<file path="src/rtl/uart_rx_sink_if.sv">
// uart_rx_sink_if: valid/ready byte stream from the UART receiver FIFO
interface uart_rx_sink_if;
  logic [7:0] rx_data;
  logic       rx_valid;
  logic       rx_ready;
  modport master(output rx_data, rx_valid, input rx_ready);
  modport slave(input rx_data, rx_valid, output rx_ready);
endinterface

</file>
<file path="src/rtl/uart_rx_sink.sv">
// uart_rx_sink: 8N1 UART receiver feeding a byte FIFO read out over valid/ready
module uart_rx_sink #(
  parameter int ClockFrequency = 125_000_000,
  parameter int BaudRate       = 15_625_000,
  parameter int FifoDepth      = 16
) (
  input  logic           clk_i,
  input  logic           rst_i,
  input  logic           rx_i,
  input  logic           clr_err_i,
  output logic           busy_o,
  output logic           frame_err_o,
  output logic           overflow_o,
  uart_rx_sink_if.master rx_if
);
  localparam int ClksPerBit = ClockFrequency / BaudRate;
  localparam int CW = $clog2(ClksPerBit);
  localparam int AW = $clog2(FifoDepth);
  localparam logic [CW-1:0] HalfLoad = CW'(ClksPerBit / 2 - 1);
  localparam logic [CW-1:0] FullLoad = CW'(ClksPerBit - 1);
  localparam logic [2:0] S_IDLE = 3'd0, S_START = 3'd1, S_DATA = 3'd2, S_STOP = 3'd3, S_WAIT = 3'd4;
  logic [1:0]    sync;
  logic          rxs, rxs_q, fall, tick, push, pop, full, empty, wr_en;
  logic [2:0]    state, idx;
  logic [CW-1:0] cnt;
  logic [7:0]    shreg;
  logic [AW:0]   wr_ptr, rd_ptr;
  logic [7:0]    mem [FifoDepth];
  assign rxs   = sync[1];
  assign fall  = rxs_q & ~rxs;
  assign tick  = cnt == '0;
  assign push  = state == S_STOP && tick && rxs;
  assign empty = wr_ptr == rd_ptr;
  assign full  = (wr_ptr[AW] != rd_ptr[AW]) && (wr_ptr[AW-1:0] == rd_ptr[AW-1:0]);
  assign pop   = !empty && rx_if.rx_ready;
  assign wr_en = push && (!full || pop);
  assign busy_o = state != S_IDLE;
  assign rx_if.rx_valid = !empty;
  assign rx_if.rx_data  = mem[rd_ptr[AW-1:0]];
  // two-flop synchronizer plus one delayed copy for start-edge detection; idles high
  always_ff @(posedge clk_i or posedge rst_i)
    if (rst_i) begin
      sync  <= 2'b11;
      rxs_q <= 1'b1;
    end else begin
      sync  <= {sync[0], rx_i};
      rxs_q <= rxs;
    end
  // frame FSM: mid-bit sampling driven by a down-counter reloaded every bit period
  always_ff @(posedge clk_i or posedge rst_i)
    if (rst_i) begin
      state       <= S_IDLE;
      cnt         <= '0;
      idx         <= '0;
      shreg       <= '0;
      frame_err_o <= 1'b0;
    end else begin
      frame_err_o <= state == S_STOP && tick && !rxs;
      cnt         <= tick ? FullLoad : cnt - 1'b1;
      case (state)
        S_IDLE: begin
          if (fall) state <= S_START;
          if (fall) cnt <= HalfLoad;
        end
        S_START: if (tick) begin
          state <= rxs ? S_IDLE : S_DATA;
          idx   <= '0;
        end
        S_DATA: if (tick) begin
          shreg <= {rxs, shreg[7:1]};
          idx   <= idx + 1'b1;
          if (idx == 3'd7) state <= S_STOP;
        end
        S_STOP: if (tick) state <= rxs ? S_IDLE : S_WAIT;
        S_WAIT: if (rxs) state <= S_IDLE;
        default: state <= S_IDLE;
      endcase
    end
  // byte FIFO with extra pointer MSB for full/empty; a pop frees room for a same-cycle push
  always_ff @(posedge clk_i or posedge rst_i)
    if (rst_i) begin
      wr_ptr     <= '0;
      rd_ptr     <= '0;
      mem        <= '{default: '0};
      overflow_o <= 1'b0;
    end else begin
      if (wr_en) mem[wr_ptr[AW-1:0]] <= shreg;
      if (wr_en) wr_ptr <= wr_ptr + 1'b1;
      if (pop) rd_ptr <= rd_ptr + 1'b1;
      overflow_o <= (push && full && !pop) || (overflow_o && !clr_err_i);
    end
endmodule
</file>
<file path="src/flat_wrapper.sv">
// flat-port wrapper written by rule: the top's interface ports become plain ports
module uart_rx_sink_flat 
#(
  parameter int ClockFrequency = 125_000_000,
  parameter int BaudRate       = 15_625_000,
  parameter int FifoDepth      = 16
)
  (clk_i, rst_i, rx_i, clr_err_i, busy_o, frame_err_o, overflow_o, rx_if_rx_data, rx_if_rx_valid, rx_if_rx_ready);
  uart_rx_sink_if rx_if_i ();
  input  logic clk_i;
  input  logic rst_i;
  input  logic rx_i;
  input  logic clr_err_i;
  output logic busy_o;
  output logic frame_err_o;
  output logic overflow_o;
  output wire logic [$bits(rx_if_i.rx_data)-1:0] rx_if_rx_data;
  output wire logic [$bits(rx_if_i.rx_valid)-1:0] rx_if_rx_valid;
  input wire logic [$bits(rx_if_i.rx_ready)-1:0] rx_if_rx_ready;
  assign rx_if_rx_data = rx_if_i.rx_data;
  assign rx_if_rx_valid = rx_if_i.rx_valid;
  assign rx_if_i.rx_ready = rx_if_rx_ready;
  uart_rx_sink #(.ClockFrequency(ClockFrequency), .BaudRate(BaudRate), .FifoDepth(FifoDepth)) u_core (.clk_i(clk_i), .rst_i(rst_i), .rx_i(rx_i), .clr_err_i(clr_err_i), .busy_o(busy_o), .frame_err_o(frame_err_o), .overflow_o(overflow_o), .rx_if(rx_if_i));
endmodule
</file>
<file path="config.mk">
export PLATFORM = sky130hd
export DESIGN_NAME = uart_rx_sink_flat
export DESIGN_NICKNAME = d
export VERILOG_FILES = /design/src/rtl/uart_rx_sink_if.sv /design/src/rtl/uart_rx_sink.sv /design/src/flat_wrapper.sv
export SDC_FILE = /design/constraint.sdc
export NUM_CORES = 1
export LEC_CHECK = 0
export CORE_MARGIN = 2
export CORE_UTILIZATION = 40
export CTS_CLUSTER_SIZE = 16
export DETAILED_ROUTE_END_ITERATION = 10
export PLACE_DENSITY = 0.65
export SLEW_MARGIN = 25
export SYNTH_ARGS = -nofsm -noshare
export SYNTH_HDL_FRONTEND = slang
export SYNTH_SLANG_ARGS = --single-unit
</file>
<file path="constraint.sdc">
create_clock -name clk_i -period 5.8 [get_ports clk_i]
set_clock_uncertainty 0.2 [all_clocks]
set_input_delay 1.16 -clock clk_i [delete_from_list [all_inputs] [get_ports clk_i]]
set_output_delay 1.16 -clock clk_i [all_outputs]
set_load 0.05 [all_outputs]
</file>
==> results of run 1 <==
-- state kept, by name (all words and copies together) (netlist names) --
| signal | cells |
|---|---|
| u_core.rxs_q | 1 |
| u_core.cnt | 3 |
| u_core.shreg | 8 |
| u_core.state | 3 |
| u_core.sync | 2 |
| u_core.mem | 128 |
| u_core.frame_err_o | 1 |
| u_core.rd_ptr | 5 |
| u_core.wr_ptr | 5 |
| u_core.idx | 3 |
| u_core.overflow_o | 1 |
-- power groups by stage --
stage / logic [mW] / registers (mW) / clock network (mW)
2_1_floorplan: 0.549 / 1.23 / 0
3_3_place_gp: 0.585 / 1.32 / 0
3_5_place_dp: 0.598 / 1.33 / 0
4_1_cts: 0.599 / 1.31 / 1.10
5_1_grt: 0.653 / 1.32 / 1.16
6_report: 0.597 / 1.31 / 1.07
-- layer usage --
layer / vias up / wire, um / part of all wire [%] / GRT usage [%]
met5: - / 0 / 0 / 0
met4: 0 / 167 / 1.1 / 4.947
met3: 8 / 867 / 5.5 / 5.231
met2: 72 / 7603 / 48 / 27.54
met1: 2279 / 7245 / 46 / 23.05
li1: 1906 / - / - / -
-- worst register-to-register path, cell delays in order, from the launching register on --
cell	delay [ns]
dfrtp_1	0.36
inv_1	0.09
ha_1	0.19
nor3b_4	0.37
nand3_1	0.72
a211oi_4	0.92
mux2_2	0.42
-- worst paths after layout --
check | startpoint | end | slack (ns)
max reg2reg | u_core.cnt[0]$_DFF_PP0_ | u_core.mem[63]$_DFFE_PP0P_ | 2.42
min | u_core.sync[0]$_DFF_PP1_ | u_core.sync[1]$_DFF_PP1_ | 0.15
max | u_core.rd_ptr[0]$_DFFE_PP0P_ | rx_if_rx_data[4] | 1.38
min reg2reg | u_core.sync[0]$_DFF_PP1_ | u_core.sync[1]$_DFF_PP1_ | 0.15
min in group asynchronous | rst_i | u_core.mem[110]$_DFFE_PP0P_ | 0.87
max in group asynchronous | rst_i | u_core.sync[0]$_DFF_PP1_ | 3.40
-- stage by stage --
step / total power [mW] / cell area [um2]
after floorplan: 1.775 / 7574
after global placement: 1.907 / 7908
after detailed placement: 1.928 / 7908
after CTS: 3.010 / 8474
after global routing: 3.133 / 8507
final: 2.977 / 8507
-- area by class of cell --
type / instances / share of cell area (%)
sequential: 160 / 47.12
inverter: 8 / 0.4118
clock buffer: 18 / 5.163
timing repair buffer: 22 / 2.795
tap: 234 / 3.442
multi-input combinational: 306 / 39.56
clock inverter: 13 / 1.500
-- cells in the final DEF, fill, tap and decap left out, drive strengths merged, types with 2 or more instances in the layout --
cell / n
clkbuf: 18
nor2: 7
ha: 9
nor3b: 2
o2111a: 3
clkinvlp: 5
and2: 4
inv: 14
xnor2: 8
clkdlybuf4s50: 16
nand3: 3
dfstp: 3
o2111ai: 5
a31oi: 2
o21ai: 6
mux4: 32
nor2b: 6
and3: 2
nand4: 2
nand3b: 8
a211oi: 10
mux2: 138
xor2: 5
or3: 2
a21oi: 4
a22oi: 17
nand2: 22
dfrtp: 157
buf: 6
-- cells by family after synthesis --
family / Yosys count
muxes: 171
and+or+nand+nor: 62
xor gates and xnor gates: 13
DFF: 160
buffers and inverters: 43
adders and majority gates: 9
AOI/OAI and AO/OA: 51
==> key figures, run 1 <==
Timing
  – Final Setup Violations: 0
  – Final Max Slew Viols: 0
  – Max frequency: 226.1 MHz
  – Final Hold Viols: 0
  – Max-slew headroom: 35.59%
  – Tcrit/Tclk final: 76.25%
  – RSZ-0062 raised after global routing: no
  – Fin Hold WS: 0.1549 ns
  – Tmin final: 4.422 ns
  – Final WS setup: ~1.4 ns
  – Actual slew at the worst max-slew pin: about 0.96 ns
  – TNS Setup: 0 ns

Clock tree
  – Clock tree root buffer cell: clkbuf_16
  – Hold Buf Count CTS: 0
  – CTS resizes: 0
  – Worst skew pair latency: 0.42 ns
  – CTS buffer count: 17
  – Post-CTS setup buffer count: 0
  – Max clock buf depth: 2
  – Total clock sinks: 160
  – CTS clk-pin slew, worst paths: 0.06 ns
  – TritonCTS clock tree: done
  – Max H-tree Level: 4

Route
  – Total Wirelength: between 15 and 20 mm
  – DRT antenna net count: 0
  – DR pass1 iterations: 4
  – Drt wl/cell: approximately 21 um
  – Via count: 4265
  – Drt initial violations: 316
  – Residual DRC count: 0
  – DR vias/cell: between 5 and 6

Placement
  – Placed Instances: around 730
  – Port Buf Inserts: 16
  – Routability Congestion: 0.7604
  – DP Worst Slack: 1.760 ns
  – DPL Wire Length: 9.858 mm

Synthesis
  – Top cells by count, synth: dfrtp_1, mux2_2, mux4_2
  – Post-Syn Instances: 509
  – Most common cell in the netlist: dfrtp_1
  – Async SR Flop Fraction: 100.0%
  – Post-synthesis xor/xnor area fraction: 1.503%
  – Main combinational cell family by area after synthesis: multiplexers
  – Most used DFF post-synth: dfrtp_1
  – Post-synth EDFFs: 0
  – Syn nets: approximately 520
  – Seq/Total Area, Yosys: 52.92%
  – Yosys top cell area share: 51.88%
  – Synth top area cells: dfrtp_1, mux2_2, mux4_2, a211oi_4, a22oi_1
  – Synth Area in Compound Gates: about 6.7%
  – Multiplexer share of the synthesized area: 30.17%
  – Area leader, netlist: dfrtp_1
  – #FFs+latches synth: 160
  – YS warnings: 0
  – Synthesized area per cell: about 15 um2
  – Post-synthesis instance area: between 7000 and 8000 um2
  – Post-synthesis adder-cell area fraction: 1.487%
  – Post-synthesis cell type count: 42
  – Synth Area in Simple Gates: 4.477%

Floorplan
  – I/O pin count: 17
  – Die H: 141.6 um
  – Num rows: 50
  – Die area: approximately 20000 um2
  – Core ar.: 18640 um2
  – Starting Density: about 41%
  – Die width: 141.6 um

Critical path
  – Crit-path max cell delay: 0.82 ns
  – Buffers & Inverters on Critical Path: 2
  – Startpoint types: flop
  – Worst EP required: about 4.4 ns
  – CP Cell Sequence: buf_12 > mux4_2 > a22oi_1 > nand2_1 > clkdlybuf4s50_1
  – CP delay by family, top: buffers and inverters
  – Cell count along the critical path: 5
  – CP arrival: slightly above 3 ns
  – CP max stage cell: dfrtp_2
  – CP Class: flop to primary output
  – Max FO, Critical Path: 19
  – R2R depth: 6
  – CP Capture Type: primary output

Power
  – Peak VDD IR: 0.0002244 V
  – Logic gate share of total power: 20.1%
  – Leakage: 3.896 nW
  – Clock power frac: 36.0%
  – Flop pwr share: a little over two fifths
  – Switching share of power: about a third
  – Internal power: approximately 2.0 mW
  – Pwr dens: 349.9 nW/um2
  – Net Sw Power: 0.9602 mW

Hold path
  – Hold path depth: 0
  – Min-Delay Path Class: flop to flop

Cells and area
  – Share of cells above drive strength 1: 42.69%
  – # fillers: ~1600
  – Final core utilization: between 40 and 50%
  – Register area: between 4000 and 5000 um2
  – Synthesis-to-finish area growth: 12.32%
  – Nets: 529
  – Layout Cells excl Fill: 761
  – Multi-input gate area: approximately 3400 um2
  – N_diodes: 0

GRT
  – Grt ovf: 0
  – First-pass GRT wire length: 25.96 mm
  – Pin count of the biggest net entering global routing: 105
  – GRT Util Overall: 17.27%
  – Vias in the first global route: 4562
  – Antenna violations before repair: 0

Status
  – Status: finished clean

Run
  – Max-cap viol count: 0
No activity file was read; power rests on OpenSTA's default activity.
==> run 2: changes to the inputs <==
Clock period 5.8 ns to 3.9 ns, I/O delays scaled along.
==> key figures, run 2 (same netlist as run 1, synthesis figures left out) <==
Power
  – Overall Power: 4.455 mW
  – Pwr dens: 520.3 nW/um2
  – Peak VDD IR: 0.0003404 V
  – Leakage: 3.963 nW

Clock tree
  – Worst skew pair latency: 0.42 ns
  – CTS buffer count: 17
  – TritonCTS clock tree: done
  – Hold Buf Count CTS: 0
  – Max clock buf depth: 2
  – Post-CTS setup buffer count: 0
  – Max H-tree Level: 4
  – Clock tree root buffer cell: clkbuf_16
  – CTS resizes: 0
  – Total clock sinks: 160
  – CTS clk-pin slew, worst paths: around 0.060 ns

Placement
  – Placed Area: 7991 um2
  – DPL Wire Length: 10.58 mm
  – Routability Congestion: 0.7736
  – Port Buf Inserts: 16

Critical path
  – Startpoint types: flop
  – CP arrival: roughly 2.4 ns
  – Worst EP required: 2.92 ns
  – Max FO, Critical Path: 22
  – CP Class: flop to primary output
  – RR Startpoint: u_core.rd_ptr[1]$_DFFE_PP0P_
  – CP Capture Type: primary output
  – Setup crit start: u_core.rd_ptr[0]$_DFFE_PP0P_

Route
  – Via count: 4341
  – Metal3 WL: 699 um
  – Residual DRC count: 0
  – Total Wirelength: between 15 and 20 mm
  – Drt initial violations: about 310
  – DRT antenna net count: 0
  – Drt wl/cell: 21.33 um
  – WL met2: 7.870 mm
  – Met1 wire length: 7.447 mm
  – Top sig layer: met4
  – DR pass1 iterations: 4
  – DR vias/cell: 5.630

Floorplan
  – Core ar.: between 15000 and 20000 um2
  – Starting Density: 40.62%
  – Die area: around 20000 um2
  – Num rows: 50
  – I/O pin count: 17
  – Die H: 141.6 um
  – Die width: 141.6 um

Timing
  – Final Max Slew Viols: 0
  – Max-slew headroom: 50.88%
  – RSZ-0062 raised after global routing: no
  – Actual slew at the worst max-slew pin: 0.7368 ns
  – Final Hold Viols: 0
  – Tcrit/Tclk final: 87.64%
  – Tmin final: 3.418 ns
  – Max frequency: 292.6 MHz
  – Final Setup Violations: 0
  – Fin Hold WS: 0.1561 ns
  – TNS Setup: 0 ns

GRT
  – Grt ovf: 0
  – Pin count of the biggest net entering global routing: 67
  – First-pass GRT wire length: 26.61 mm
  – Antenna violations before repair: 0
  – Vias in the first global route: between 4000 and 5000
  – GRT Util Overall: 17.73%

Cells and area
  – Biggest register: u_core.mem
  – Synthesis-to-finish area growth: 13.07%
  – N_diodes: 0
  – Most common cell after layout, fill and taps aside: dfrtp_1
  – Share of cells above drive strength 1: 45.44%
  – Fin area: 8563 um2
  – Largest register FFs: 128
  – Biggest regs: u_core.mem x128, u_core.shreg x8
  – Nets: 539
  – Final core utilization: 45.93%
  – Most frequent cells in the layout: dfrtp_1, mux2_2, mux4_2

Hold path
  – Hold Crit Start: u_core.sync[0]$_DFF_PP1_
  – Min-Delay Path Class: flop to flop

Run
  – Max-cap viol count: 0

Status
  – Status: finished clean
## run 2: cell types whose count changed in the layout (fill, tap and decap cells not counted), moves of 2 or more
cell | before | now
clkinv_4 | 0 | 4
clkinvlp_4 | 5 | 3
inv_6 | 6 | 2
buf_12 | 1 | 3
buf_4 | 4 | 22
clkdlybuf4s50_1 | 16 | 7
## run 2: metal layers
layer  global-route usage [%]  vias to the layer above
li1                         -                     1917
met1                    24.13                     2311
met2                    27.75                       89
met3                    4.151                       24
met4                    6.947                        0
met5                        0                        -
## run 2: path summary, 6_finish.rpt
path	end	cells after the start	slack, ns
setup / recovery	rx_if_rx_data[7]	5	0.48
hold / removal	u_core.sync[1]$_DFF_PP1_	0	0.16
setup reg to reg	u_core.mem[26]$_DFFE_PP0P_	4	0.92
hold reg to reg	u_core.sync[1]$_DFF_PP1_	0	0.16
max in group asynchronous	u_core.sync[0]$_DFF_PP1_	3	2.20
min in group asynchronous	u_core.overflow_o$_DFF_PP0_	2	0.57
## run 2: stage by stage
step | setup WS [ns] | std cells
global placement | 0.8568 | 740
global route | 0.3367 | 771
CTS | 0.4354 | 771
finish | 0.4819 | 771
floorplan | 0.8936 | 509
detailed placement | 0.7987 | 740
## run 2: final cells by class
cell class                 instances  area, um2
clock inverter                    11      107.6
multi-input combinational        306       3368
fill                            1620      10080
inverter                           8      33.78
clock buffer                      20      456.7
sequential                       160       4009
tap                              234      292.8
timing repair buffer              32      295.3
## run 2: critical path, stage by stage, from the launching register on
cell and delay [ns]:
dfrtp_2 0.36, buf_4 0.38, mux4_2 0.57, a22oi_1 0.38, nand2_1 0.10, buf_4 0.21
## run 2: power by group
group          leakage (nW)  internal [mW]  total [mW]  switching, mW
logic                  1.51          0.387       0.957          0.570
clock network         0.273          0.913        1.58          0.666
registers              2.18           1.74        1.92          0.178
